### config.mk
export PLATFORM = sky130hd
export DESIGN_NAME = fetch_unit
export DESIGN_NICKNAME = d
export VERILOG_FILES = /design/src/rtl/fetch_unit.sv
export SDC_FILE = /design/constraint.sdc
export NUM_CORES = 1
export LEC_CHECK = 0
export CAP_MARGIN = 20
export CORE_MARGIN = 2
export CORE_UTILIZATION = 35
export DETAILED_ROUTE_END_ITERATION = 10
export GPL_TIMING_DRIVEN = 0
export PLACE_DENSITY = 0.53
export SLEW_MARGIN = 20
export SYNTH_ARGS = -nofsm -noshare
export SYNTH_HDL_FRONTEND = slang
export SYNTH_SLANG_ARGS = --single-unit
### constraint.sdc
create_clock -name clk -period 7.45 [get_ports clk]
set_input_delay 1.49 -clock clk [delete_from_list [all_inputs] [get_ports clk]]
set_output_delay 1.49 -clock clk [all_outputs]
set_load 0.005 [all_outputs]
### src/rtl/fetch_unit.sv
// Instruction fetch stage: owns the PC, reads imem over req/ack, buffers words in a
// small FIFO for decode. Optional misaligned-redirect trap: FETCH_ALIGN_CHECK_EN.
module fetch_unit #(
  parameter logic [31:0] RESET_PC   = 32'h0000_0000,
  parameter int unsigned FIFO_DEPTH = 2
) (
  input  logic        clk,
  input  logic        rst_n,
  output logic        imem_req,
  output logic [31:0] imem_addr,
  input  logic        imem_ack,
  input  logic [31:0] imem_rdata,
  input  logic        redirect_valid,
  input  logic [31:0] redirect_pc,
  output logic        out_valid,
  output logic [31:0] out_instr,
  output logic [31:0] out_pc,
  input  logic        out_ready,
  output logic        fetch_fault
);

  localparam int unsigned PTR_W = $clog2(FIFO_DEPTH);
  localparam int unsigned CNT_W = PTR_W + 1;

  typedef enum logic [1:0] {
    FETCH = 2'd0,
    DROP  = 2'd1,
    HALT  = 2'd2
  } state_t;

  state_t             state_q, state_d;
  logic [31:0]        pc_q, pc_d;
  logic [31:0]        saved_pc_q, saved_pc_d;
  logic               saved_fault_q, saved_fault_d;
  logic               req_q, req_d;
  logic               fault_q, fault_d;

  logic [31:0]        buf_instr [FIFO_DEPTH];
  logic [31:0]        buf_pc    [FIFO_DEPTH];
  logic [PTR_W-1:0]   rd_q, rd_d, wr_q, wr_d;
  logic [CNT_W-1:0]   count_q, count_d, count_after_pop;

  logic               valid_q, valid_d;
  logic [31:0]        instr_q, instr_d;
  logic [31:0]        opc_q, opc_d;

  logic               fire, pop, push, flush;
  logic [31:0]        target;
  logic               target_bad;

  assign fire   = req_q && imem_ack;
  assign pop    = valid_q && out_ready;
  assign target = {redirect_pc[31:2], 2'b00};

`ifdef FETCH_ALIGN_CHECK_EN
  assign target_bad = (redirect_pc[1:0] != 2'b00);
`else
  logic unused_low_bits;
  assign unused_low_bits = ^redirect_pc[1:0];
  assign target_bad      = 1'b0;
`endif

  // Control: a redirect outranks everything; an outstanding request is never
  // retargeted, it is drained in DROP and its data thrown away.
  always_comb begin
    state_d       = state_q;
    pc_d          = pc_q;
    saved_pc_d    = saved_pc_q;
    saved_fault_d = saved_fault_q;
    fault_d       = fault_q;
    push          = 1'b0;
    flush         = 1'b0;
    unique case (state_q)
      FETCH: begin
        if (redirect_valid) begin
          flush = 1'b1;
          if (req_q && !imem_ack) begin
            state_d       = DROP;
            saved_pc_d    = target;
            saved_fault_d = target_bad;
          end else begin
            pc_d    = target;
            fault_d = target_bad;
            state_d = target_bad ? HALT : FETCH;
          end
        end else if (fire) begin
          push = 1'b1;
          pc_d = pc_q + 32'd4;
        end
      end
      DROP: begin
        if (redirect_valid) begin
          flush = 1'b1;
          if (fire) begin
            pc_d    = target;
            fault_d = target_bad;
            state_d = target_bad ? HALT : FETCH;
          end else begin
            saved_pc_d    = target;
            saved_fault_d = target_bad;
          end
        end else if (fire) begin
          pc_d    = saved_pc_q;
          fault_d = saved_fault_q;
          state_d = saved_fault_q ? HALT : FETCH;
        end
      end
      HALT: begin
        if (redirect_valid) begin
          flush   = 1'b1;
          pc_d    = target;
          fault_d = target_bad;
          state_d = target_bad ? HALT : FETCH;
        end
      end
      default: state_d = FETCH;
    endcase
  end

  // FIFO bookkeeping and the registered head copy presented to decode.
  always_comb begin
    count_after_pop = count_q - CNT_W'(pop);
    rd_d            = rd_q;
    wr_d            = wr_q;
    count_d         = count_q;
    valid_d         = 1'b0;
    instr_d         = instr_q;
    opc_d           = opc_q;
    if (flush) begin
      rd_d    = '0;
      wr_d    = '0;
      count_d = '0;
    end else begin
      rd_d    = rd_q + PTR_W'(pop);
      wr_d    = wr_q + PTR_W'(push);
      count_d = count_after_pop + CNT_W'(push);
      valid_d = (count_d != '0);
      if (count_after_pop == '0) begin
        if (push) begin
          instr_d = imem_rdata;
          opc_d   = pc_q;
        end
      end else begin
        instr_d = buf_instr[rd_d];
        opc_d   = buf_pc[rd_d];
      end
    end
    req_d = (state_d == DROP) ||
            ((state_d == FETCH) && (count_d < CNT_W'(FIFO_DEPTH)));
  end

  always_ff @(posedge clk or negedge rst_n) begin
    if (!rst_n) begin
      state_q       <= FETCH;
      pc_q          <= {RESET_PC[31:2], 2'b00};
      saved_pc_q    <= '0;
      saved_fault_q <= 1'b0;
      req_q         <= 1'b0;
      fault_q       <= 1'b0;
      rd_q          <= '0;
      wr_q          <= '0;
      count_q       <= '0;
      valid_q       <= 1'b0;
      instr_q       <= '0;
      opc_q         <= '0;
    end else begin
      state_q       <= state_d;
      pc_q          <= pc_d;
      saved_pc_q    <= saved_pc_d;
      saved_fault_q <= saved_fault_d;
      req_q         <= req_d;
      fault_q       <= fault_d;
      rd_q          <= rd_d;
      wr_q          <= wr_d;
      count_q       <= count_d;
      valid_q       <= valid_d;
      instr_q       <= instr_d;
      opc_q         <= opc_d;
    end
  end

  always_ff @(posedge clk) begin
    if (push) begin
      buf_instr[wr_q] <= imem_rdata;
      buf_pc[wr_q]    <= pc_q;
    end
  end

  assign imem_req    = req_q;
  assign imem_addr   = pc_q;
  assign out_valid   = valid_q;
  assign out_instr   = instr_q;
  assign out_pc      = opc_q;
  assign fetch_fault = fault_q;

endmodule
==> results by group <==
Logic synthesis
  – Post-synthesis mux area share: 3.95%
  – Async set or reset register ratio after synthesis: 51.2%
  – Largest family of logic cells by synthesized area: compound AO/OA/AOI/OAI gates
  – Synthesized area: 11500 um2
  – Xor/xnor share of the synthesized area: 0.742%
  – Synth Area in Compound Gates: 17.8%
  – Sequential-to-total area share from yosys stat: 60.8%
  – Ys flop type: dfrtp_1
  – FF+latch count, synth: 254
  – Synth Area in Adders: 0.982%
  – Synth Warn #: 0
  – Syn Area/Cell: 11.6 um2
  – Synth unique cells: 68
  – EDFF count, synth: 124
  – Cell count after synthesis: 993
  – Simple-Gate Fraction of Synth Area: 12.4%

Detailed routing
  – Pre-antenna DRT Iters: 5
  – Routed wire length: 32900 um
  – Detailed-route DRC error count: 0
  – DRT iter0 DRCs: 627
  – ANT nets after route: 0
  – Wire per inst: 19.9 um
  – Via/cell ratio: 5.32
  – Via count: 8803

Critical path
  – Slowest cell on crit path: a21oi_2
  – Reg2reg start: out_valid
  – Critical path arrival: 4.53 ns
  – CP Cell Sequence: clkdlybuf4s50_1 > and2_1 > buf_2 > ha_1 > xnor2_1 > nand2_1 > a21oi_2 > clkbuf_1 > a311oi_1 > a21o_1
  – Worst-case reg-to-reg path depth: 9
  – WS Path Type: in2reg
  – CP Capture Type: register
  – Slowest Stage Delay on Critical Path: 0.63 ns
  – R2R Setup Slk: 4.29 ns
  – Worst-path fanout max: 10
  – Reg2reg end: out_instr[15]
  – Setup crit start kind: input pin
  – Worst Path Required: 7.88 ns

Pwr
  – Sequential share of power: 37.7%
  – Peak supply drop: 208 uV
  – Comb pwr share: 39.4%
  – Clock share of power: 22.9%
  – Leak: 5.84 nW
  – Cell Int Power: 3.90 mW
  – Power Dens Cells: 419 nW/um2
  – Net Sw Frac: 36.7%
  – NetSw: 2.26 mW

STA
  – Finish-stage setup viols: 0
  – Worst-margin pin slew: 0.977 ns
  – PnR worst setup slack: 3.35 ns
  – F_max: 244 MHz
  – Clock Skew: 0.00878 ns
  – Pins Over Slew Limit: 0
  – Hold Violations, Final: 0
  – Worst hold margin: 0.473 ns
  – Period utilisation layout: 55.1%
  – Slew headroom: 34.4%
  – RSZ-0062 raised after global routing: no
  – Post-layout min period: 4.10 ns

Cells and area
  – Share of layout cells above drive strength 1: 10.5%
  – Area Overhead vs Synth: 28.1%
  – Final-layout fill cell count: 3056
  – Commonest cells after routing, fill and taps aside: nand2_1 (164), clkdlybuf4s50_1 (159), dfrtp_1 (130), edfxtp_1 (124), nor2_1 (88)
  – Antenna diodes: 0
  – Final net count: 1269
  – Most common cell after layout, fill and taps aside: nand2_1
  – Post-route insts no fill: 1656

Placed design
  – Post-DP HPWL: 22500 um
  – Final RePlAce weighted congestion: 0.824
  – PortBufs: 160
  – Dpl cells: 1602
  – Setup WS pre-CTS: 2.77 ns

Clock network
  – Later-pin clock latency in the skew report: 0.54 ns
  – Htree depth: 1
  – Clock transition at path regs: 0.06 ns
  – Maximum buffer depth of the clock tree: 3
  – CTS root buffer: clkbuf_16
  – Postcts setup bufs: 0
  – Resized Gates After CTS: 0
  – TritonCTS Sinks: 254
  – Cts hold-fix bufs: 0
  – Total CTS buffers: 29
  – CTS tree: yes

GRT
  – Remaining global-route overflow: 0
  – Largest net degree at the start of global routing: 86
  – Vias in the first global route: 8644
  – Total Routing Usage GR: 19.1%
  – First-pass GRT wire length: 50400 um
  – Antenna violations before repair: 0

Floorplanning
  – Starting density of the core: 35.4%
  – I/O pin count: 168
  – Floorplan row count: 66
  – CORE AREA: 32400 um2
  – Die height: 185 um
  – Die Wd: 185 um
  – Die area: 34200 um2

Hold path
  – Worst hold-check path type: reg2reg
  – Hold depth: 1
  – Hold Path Sink: out_instr[7]
  – Startpoint of the worst hold path: out_instr[7]

Flow run
  – Maxcap violations: 0

Run status
  – Status: complete, no violations
==> power by group through the flow <==
stage	combinational, mW	clock, mW	sequential [mW]
5_1_grt	2.66	1.52	2.38
2_1_floorplan	1.34	0	2.25
3_3_place_gp	2.41	0	2.34
4_1_cts	2.45	1.45	2.32
6_report	2.43	1.41	2.32
3_5_place_dp	2.44	0	2.35
==> kinds of logic (layout without fill, tap and decap cells) <==
| logic type | Yosys count | in the layout |
|---|---|---|
| and+or+nand+nor | 315 | 315 |
| muxes | 41 | 41 |
| buffers and inverters | 89 | 306 |
| other | 1 | 5 |
| DFF | 254 | 254 |
| xor gates and xnor gates | 8 | 8 |
| AOI/OAI and AO/OA | 276 | 276 |
| adders and majority gates | 9 | 9 |
==> worst max-delay path by stage <==
stage	from	endpoint	slack, ns
final	out_ready	out_instr[15]	3.35
after global routing	out_ready	out_instr[0]	3.11
after CTS	out_ready	out_instr[0]	3.33
after detailed placement	out_ready	out_instr[0]	2.77
after global placement	rst_n	out_instr[23]	-0.90
after floorplan	redirect_valid	buf_instr[1][0]	3.28
==> critical path, delay by kind of cell <==
family                   cells  cell delay, ns
AO/OA/AOI/OAI                3            0.97
AND/OR/NAND/NOR              2            0.53
buffers and inverters        3            1.03
XOR/XNOR                     1            0.29
adder cells (fa/ha/maj)      1            0.20
==> flip-flops by register name (all words and copies together) (netlist names) <==
| signal | flops |
|---|---|
| buf_pc | 60 |
| rd_q | 1 |
| count_q | 2 |
| imem_req | 1 |
| state_q | 2 |
| saved_pc_q | 30 |
| out_valid | 1 |
| buf_instr | 64 |
| out_pc | 30 |
| wr_q | 1 |
| out_instr | 32 |
| imem_addr | 30 |
==> final cells by class <==
cell class	count	area, um2	area share (%)
multi-input cells	654	4150	28.3
clock inverters	17	158	1.07
plain buffers	74	325	2.21
flip-flops and latches	254	6980	47.5
well taps	442	553	3.76
clock buffers	37	796	5.41
inverters	15	56.3	0.383
repair buffers	163	1680	11.4
==> cell usage after synthesis, types with 5 or more instances <==
master	n	area, um2
a311oi_1	63	552
and2_1	7	43.8
ha_1	9	113
nand3_1	11	55.1
edfxtp_1	124	3720
nor3_1	11	55.1
o22a_1	6	52.6
mux2_2	34	383
o211ai_1	7	52.6
a221oi_1	6	52.6
a31oi_1	10	62.6
buf_2	21	105
nand4_1	5	31.3
and3_1	5	31.3
inv_1	14	52.6
nand2_1	164	616
mux2i_1	7	70.1
nor2_1	88	330
buf_4	5	37.5
a22o_1	8	70.1
a21oi_1	27	135
a21o_1	63	473
o21ai_0	36	180
clkbuf_1	39	146
buf_1	7	26.3
a22oi_1	7	52.6
dfrtp_1	130	3250
==> metal layers <==
metal / vias to the layer above / global-route usage, % / share of wire (%)
met3: 43 / 2.54 / 5.0
met4: 0 / 4.63 / 1.9
met2: 280 / 30.5 / 46
li1: 4090 / - / -
met5: - / 0 / 0
met1: 4390 / 27.6 / 47
==> per-stage QoR <==
stage	utilization, %	total power [mW]	setup TNS [ns]	cell area (um2)
after CTS	45.4	6.23	0	14700
after global routing	45.4	6.56	0	14700
after detailed placement	42.5	4.79	0	13700
final	45.4	6.17	0	14700
after floorplan	-	3.59	0	11500
after global placement	42.1	4.75	-114.30	13600
Power figures use the tool's default switching activity.
==> patch 1, RTL diff (same flow settings) <==
Reset style: synchronous (`rst_n`), changed in one clocked block.
--- a/src/rtl/fetch_unit.sv
+++ b/src/rtl/fetch_unit.sv
@@ -151,3 +151,3 @@
 
-  always_ff @(posedge clk or negedge rst_n) begin
+  always_ff @(posedge clk) begin
     if (!rst_n) begin
Formal check against the unedited RTL: differs if rst_n is asserted again (counterexample within 4 cycles, from zero or initial values and one cycle with rst_n low); with rst_n held inactive, the same outputs for 4 cycles.
==> patch 1 against the original RTL <==
Global-route usage fell by 0.78 points; first-iteration DRC count fell by 7.5%; worst setup slack improved by 130 ps; wire length fell by 7.3%; via count fell by 5.6%; count of clock-buffer cells in the layout rose by 7; sequential cell count did not move; synthesized area fell by 5.8%; final area fell by 5.6%; critical endpoint is now out_instr[2].
Power is not compared: it rests on default switching activity, and its combinational part moved more than twofold at a synthesized area within 25%.
==> patch 1: results (changes against the original RTL) <==
dpl ws: 2800 ps (+38.3 ps)
mapped cell area: 0.0108 sq mm (-5.8%)
crit path capture: out_instr[2]
status: finished, final reports clean
overall routing resource usage: 0.183 (-0.00780)
Multi-Input Combinational: 611 (-6.6%)
Synth warnings: 0 (unchanged)
Post-DP HPWL: 21200 um (-5.8%)
DIE WIDTH: 180 um (-2.9%)
port buffer count: 159 (-0.63%)
global-route wire length before repair: 47300 um (-6.2%)
placer congestion estimate: 0.911 (+11%)
Worst-Margin Slew: 901 ps (-75.4 ps)
r2r endpoint: imem_addr[24]
largest net degree at the start of global routing: 45 (-48%)
routed length on met1: 14400 um (-7.0%)
H-tree Lvls: 1 (unchanged)
multi-input combinational cell area: 0.00414 sq mm (-0.27%)
fraction of area in multi-input gates: 0.299 (+0.0159)
GR Util met1: 0.263 (-0.0127)
Clock Buffer Count: 44 (+19%)
sequential area share after synthesis: 0.585 (-0.0229)
largest cells by area after synthesis: edfxtp_1 (34%), dfxtp_1 (24%), mux2i_1 (9.2%)
reg2reg start: state_q[0]
clock skew: 16.4 ps (+7.62 ps)
Crit Path Max Fanout: 10 (unchanged)
grt met3 use: 0.0235 (-0.00186)
CP max stage delay: 700 ps (+70 ps)
GR Layer Usage met2: 0.293 (-0.0120)
CP max stage cell: nor2_1
Highest Clock Rate: 0.252 GHz (+3.4%)
R2R setup slack: 4450 ps (+160 ps)
Clock-cell share: 0.0639 (-0.000937)
WL met2: 13900 um (-8.0%)
layout filler cell count: 2893 (-5.3%)
sequential cell area: 0.00633 sq mm (-9.3%)
Synth async-reset ratio: 0 (-0.512)
Routed met3 length: 1470 um (-11%)
number of global-route vias before repair: 7993 (-7.5%)
synth unique cells: 67 (-1.5%)
Synth top cells by count: dfxtp_1 (130), nor2_1 (126), edfxtp_1 (124)
count of plain and timing-repair buffers: 235 (-0.84%)
initial drt markers: 580 (-7.5%)
NonClk Buf Share: 0.142 (+0.00547)
## patch 1: changes by cell type after synthesis, sizes merged, moves of 62 or more
cell    delta
nand2    -133
dfrtp    -130
dfxtp    +130
mux2i     +92
a21oi     +78
a311oi    -62
## patch 1: logic make-up after synthesis
logic type,after synthesis,share of synthesized area
AOI/OAI and AO/OA,263,0.171
xor gates and xnor gates,6,0.00556
adders and majority gates,9,0.0104
buffers and inverters,89,0.0352
DFF,254,0.585
muxes,102,0.0948
other,1,0.000347
and+or+nand+nor,226,0.0970
## patch 1: how the worst min path moves through the flow
stage | start | end | slack, ps | cells after the start
global placement | imem_addr[4] | buf_pc[1][4] | 460 | 0
global route | imem_addr[20] | buf_pc[1][20] | 480 | 0
finish | imem_addr[15] | buf_pc[1][15] | 470 | 0
detailed placement | out_instr[16] | out_instr[16] | 470 | 1
CTS | imem_addr[15] | buf_pc[1][15] | 460 | 0
floorplan | saved_pc_q[10] | saved_pc_q[10] | 460 | 2
## patch 1: worst max-delay path, delay by kind of cell
kind            cells  cell delay, ps
simple gates        4            1470
buf+inv             2             990
compound gates      1             210
fa+ha+maj           1             200
xor+xnor            1             110
## patch 1: power by group through the flow
stage / clock network, uW / logic [uW] / registers, uW
2_1_floorplan: 0 / 210 / 1590
3_3_place_gp: 0 / 390 / 1600
3_5_place_dp: 0 / 394 / 1600
4_1_cts: 1370 / 395 / 1570
5_1_grt: 1420 / 431 / 1580
6_report: 1330 / 394 / 1570
## patch 1: per-stage QoR
stage / instance area (sq um) / instances
floorplan: 10800 / 954
global placement: 12900 / 1509
detailed placement: 13000 / 1511
CTS: 13900 / 1564
global route: 13900 / 1564
finish: 13900 / 1564
==> patch 2, RTL diff (same flow settings) <==
Without the edit above. Add a define of `FETCH_ALIGN_CHECK_EN`.
--- a/src/rtl/fetch_unit.sv
+++ b/src/rtl/fetch_unit.sv
@@ -2,2 +2,4 @@
 // small FIFO for decode. Optional misaligned-redirect trap: FETCH_ALIGN_CHECK_EN.
+`define FETCH_ALIGN_CHECK_EN
+
 module fetch_unit #(
Function: changed (a bounded check fails within 4 cycles, from zero or initial values and one cycle with rst_n low).
==> patch 2 against the original RTL <==
Utilization increased by 0.10 points; worst setup slack got worse by 380 ps; count of clock-buffer cells in the layout increased by 1; sequential cell count increased by 2; synthesized area increased by 1.1%; non-clock buffer count increased by 2; register-to-register slack got worse by 320 ps; final area increased by 0.99%; wire length about the same; total power increased by 11%; synthesized cell count increased by 1.3%; worst hold slack improved by 13 ps; global-route usage about the same; highest routed layer unchanged.
==> patch 2: results (changes against the original RTL) <==
Worst Setup SP: out_ready
largest cells by area after synthesis: edfxtp_1 (32%), dfrtp_1 (28%), mux2_1 (7.9%)
grt met3 use: 0.0301 (+0.00477)
clock skew: 11.7 ps (+2.94 ps)
WHS Endpoint: out_pc[24]
routed via count: 8739 (-0.73%)
Synth warnings: 0 (unchanged)
sequential area share after synthesis: 0.606 (-0.00205)
share of cells above drive strength 1: 0.0765 (-0.0289)
NumNets Final: 1283 (+1.1%)
leakage: 0.00561 uW (-4.1%)
Synth top cells by count: nand2_1 (179), dfrtp_1 (132), edfxtp_1 (124)
layout filler cell count: 3066 (+0.33%)
number of global-route vias before repair: 8557 (-1.0%)
GR Layer Usage met2: 0.314 (+0.00844)
Most used DFF post-synth: dfrtp_1
largest reg by FF count: buf_instr
dpl ws: 2410 ps (-354 ps)
port buffer count: 162 (+1.3%)
placer congestion estimate: 0.891 (+8.1%)
Slew HR: 0.294 (-0.0503)
synth unique cells: 71 (+4.4%)
most common cell in the netlist: nand2_1
global-route wire length before repair: 50900 um (+1.1%)
R2R setup slack: 3970 ps (-320 ps)
GR Util met1: 0.265 (-0.0108)
overall routing resource usage: 0.192 (+0.000351)
worst IR drop on VDD: 0.262 mV (+26%)
initial drt markers: 575 (-8.3%)
crit path DAT: 4920 ps (+390 ps)
status: finished, final reports clean
r2r endpoint: out_instr[11]
largest net degree at the start of global routing: 80 (-7.0%)
Synth async-reset ratio: 0.516 (+0.00381)
Post-Route WL: 32900 um (about the same)
CP max stage cell: a2bb2oi_2
CP max stage delay: 770 ps (+140 ps)
hold_sp: out_pc[24]
number of max-cap violations: 0 (unchanged)
Worst-Skew Late Latency: 560 ps (+20 ps)
Post-DP HPWL: 22500 um (about the same)
[patch 2: how the worst max path moves through the flow]
stage                           end  slack [ps]  cells after the start
floorplan           buf_instr[1][0]        3080                      5
global placement     saved_pc_q[17]       -1040                      1
detailed placement    out_instr[11]        2410                     10
CTS                      out_pc[18]        2980                     10
global route           out_instr[1]        2760                     10
finish                out_instr[11]        2970                     10
[patch 2: worst max-delay path, delay by kind of cell]
family	cells	cell delay, ps
compound gates	2	1110
buf+inv	3	1030
simple gates	2	520
mux	1	350
fa+ha+maj	1	240
xor+xnor	1	160
[patch 2: metal layers]
metal,share of wire,wire length (um)
met5,0,0
met4,0.026,853
met2,0.46,15100
met1,0.45,14900
met3,0.063,2070
[patch 2: metrics by stage]
step / area (sq um) / setup TNS, ps / hold slack (ps) / power, uW / cells
finish: 14800 / 0 / 486 / 6850 / 1670
floorplan: 11600 / 0 / 460 / 4060 / 1009
detailed placement: 13900 / 0 / 480 / 5470 / 1616
global placement: 13800 / -134530 / 473 / 5430 / 1613
CTS: 14800 / 0 / 482 / 6940 / 1670
global route: 14800 / 0 / 507 / 7340 / 1670
[patch 2: cell families after synthesis]
kind of cell    synth area share
compound gates             0.124
xor+xnor                 0.00378
fa+ha+maj                0.00971
buf+inv                   0.0345
flops                      0.606
mux                       0.0950
other cells             0.000323
simple gates               0.127
[patch 2: layout make-up]
class	count	area [sq um]	area share
inverter	11	41.3	0.00278
timing repair buffer	165	1690	0.114
buffer	74	359	0.0242
multi-input combinational	668	4210	0.284
sequential	256	7030	0.473
tap	442	553	0.0373
clock inverter	16	191	0.0129
clock buffer	38	769	0.0518
[patch 2: power by group]
group | total [uW] | switching [uW] | internal (uW)
clock network | 1450 | 581 | 866
logic | 3060 | 1670 | 1390
registers | 2340 | 368 | 1970
total | 6850 | 2620 | 4230
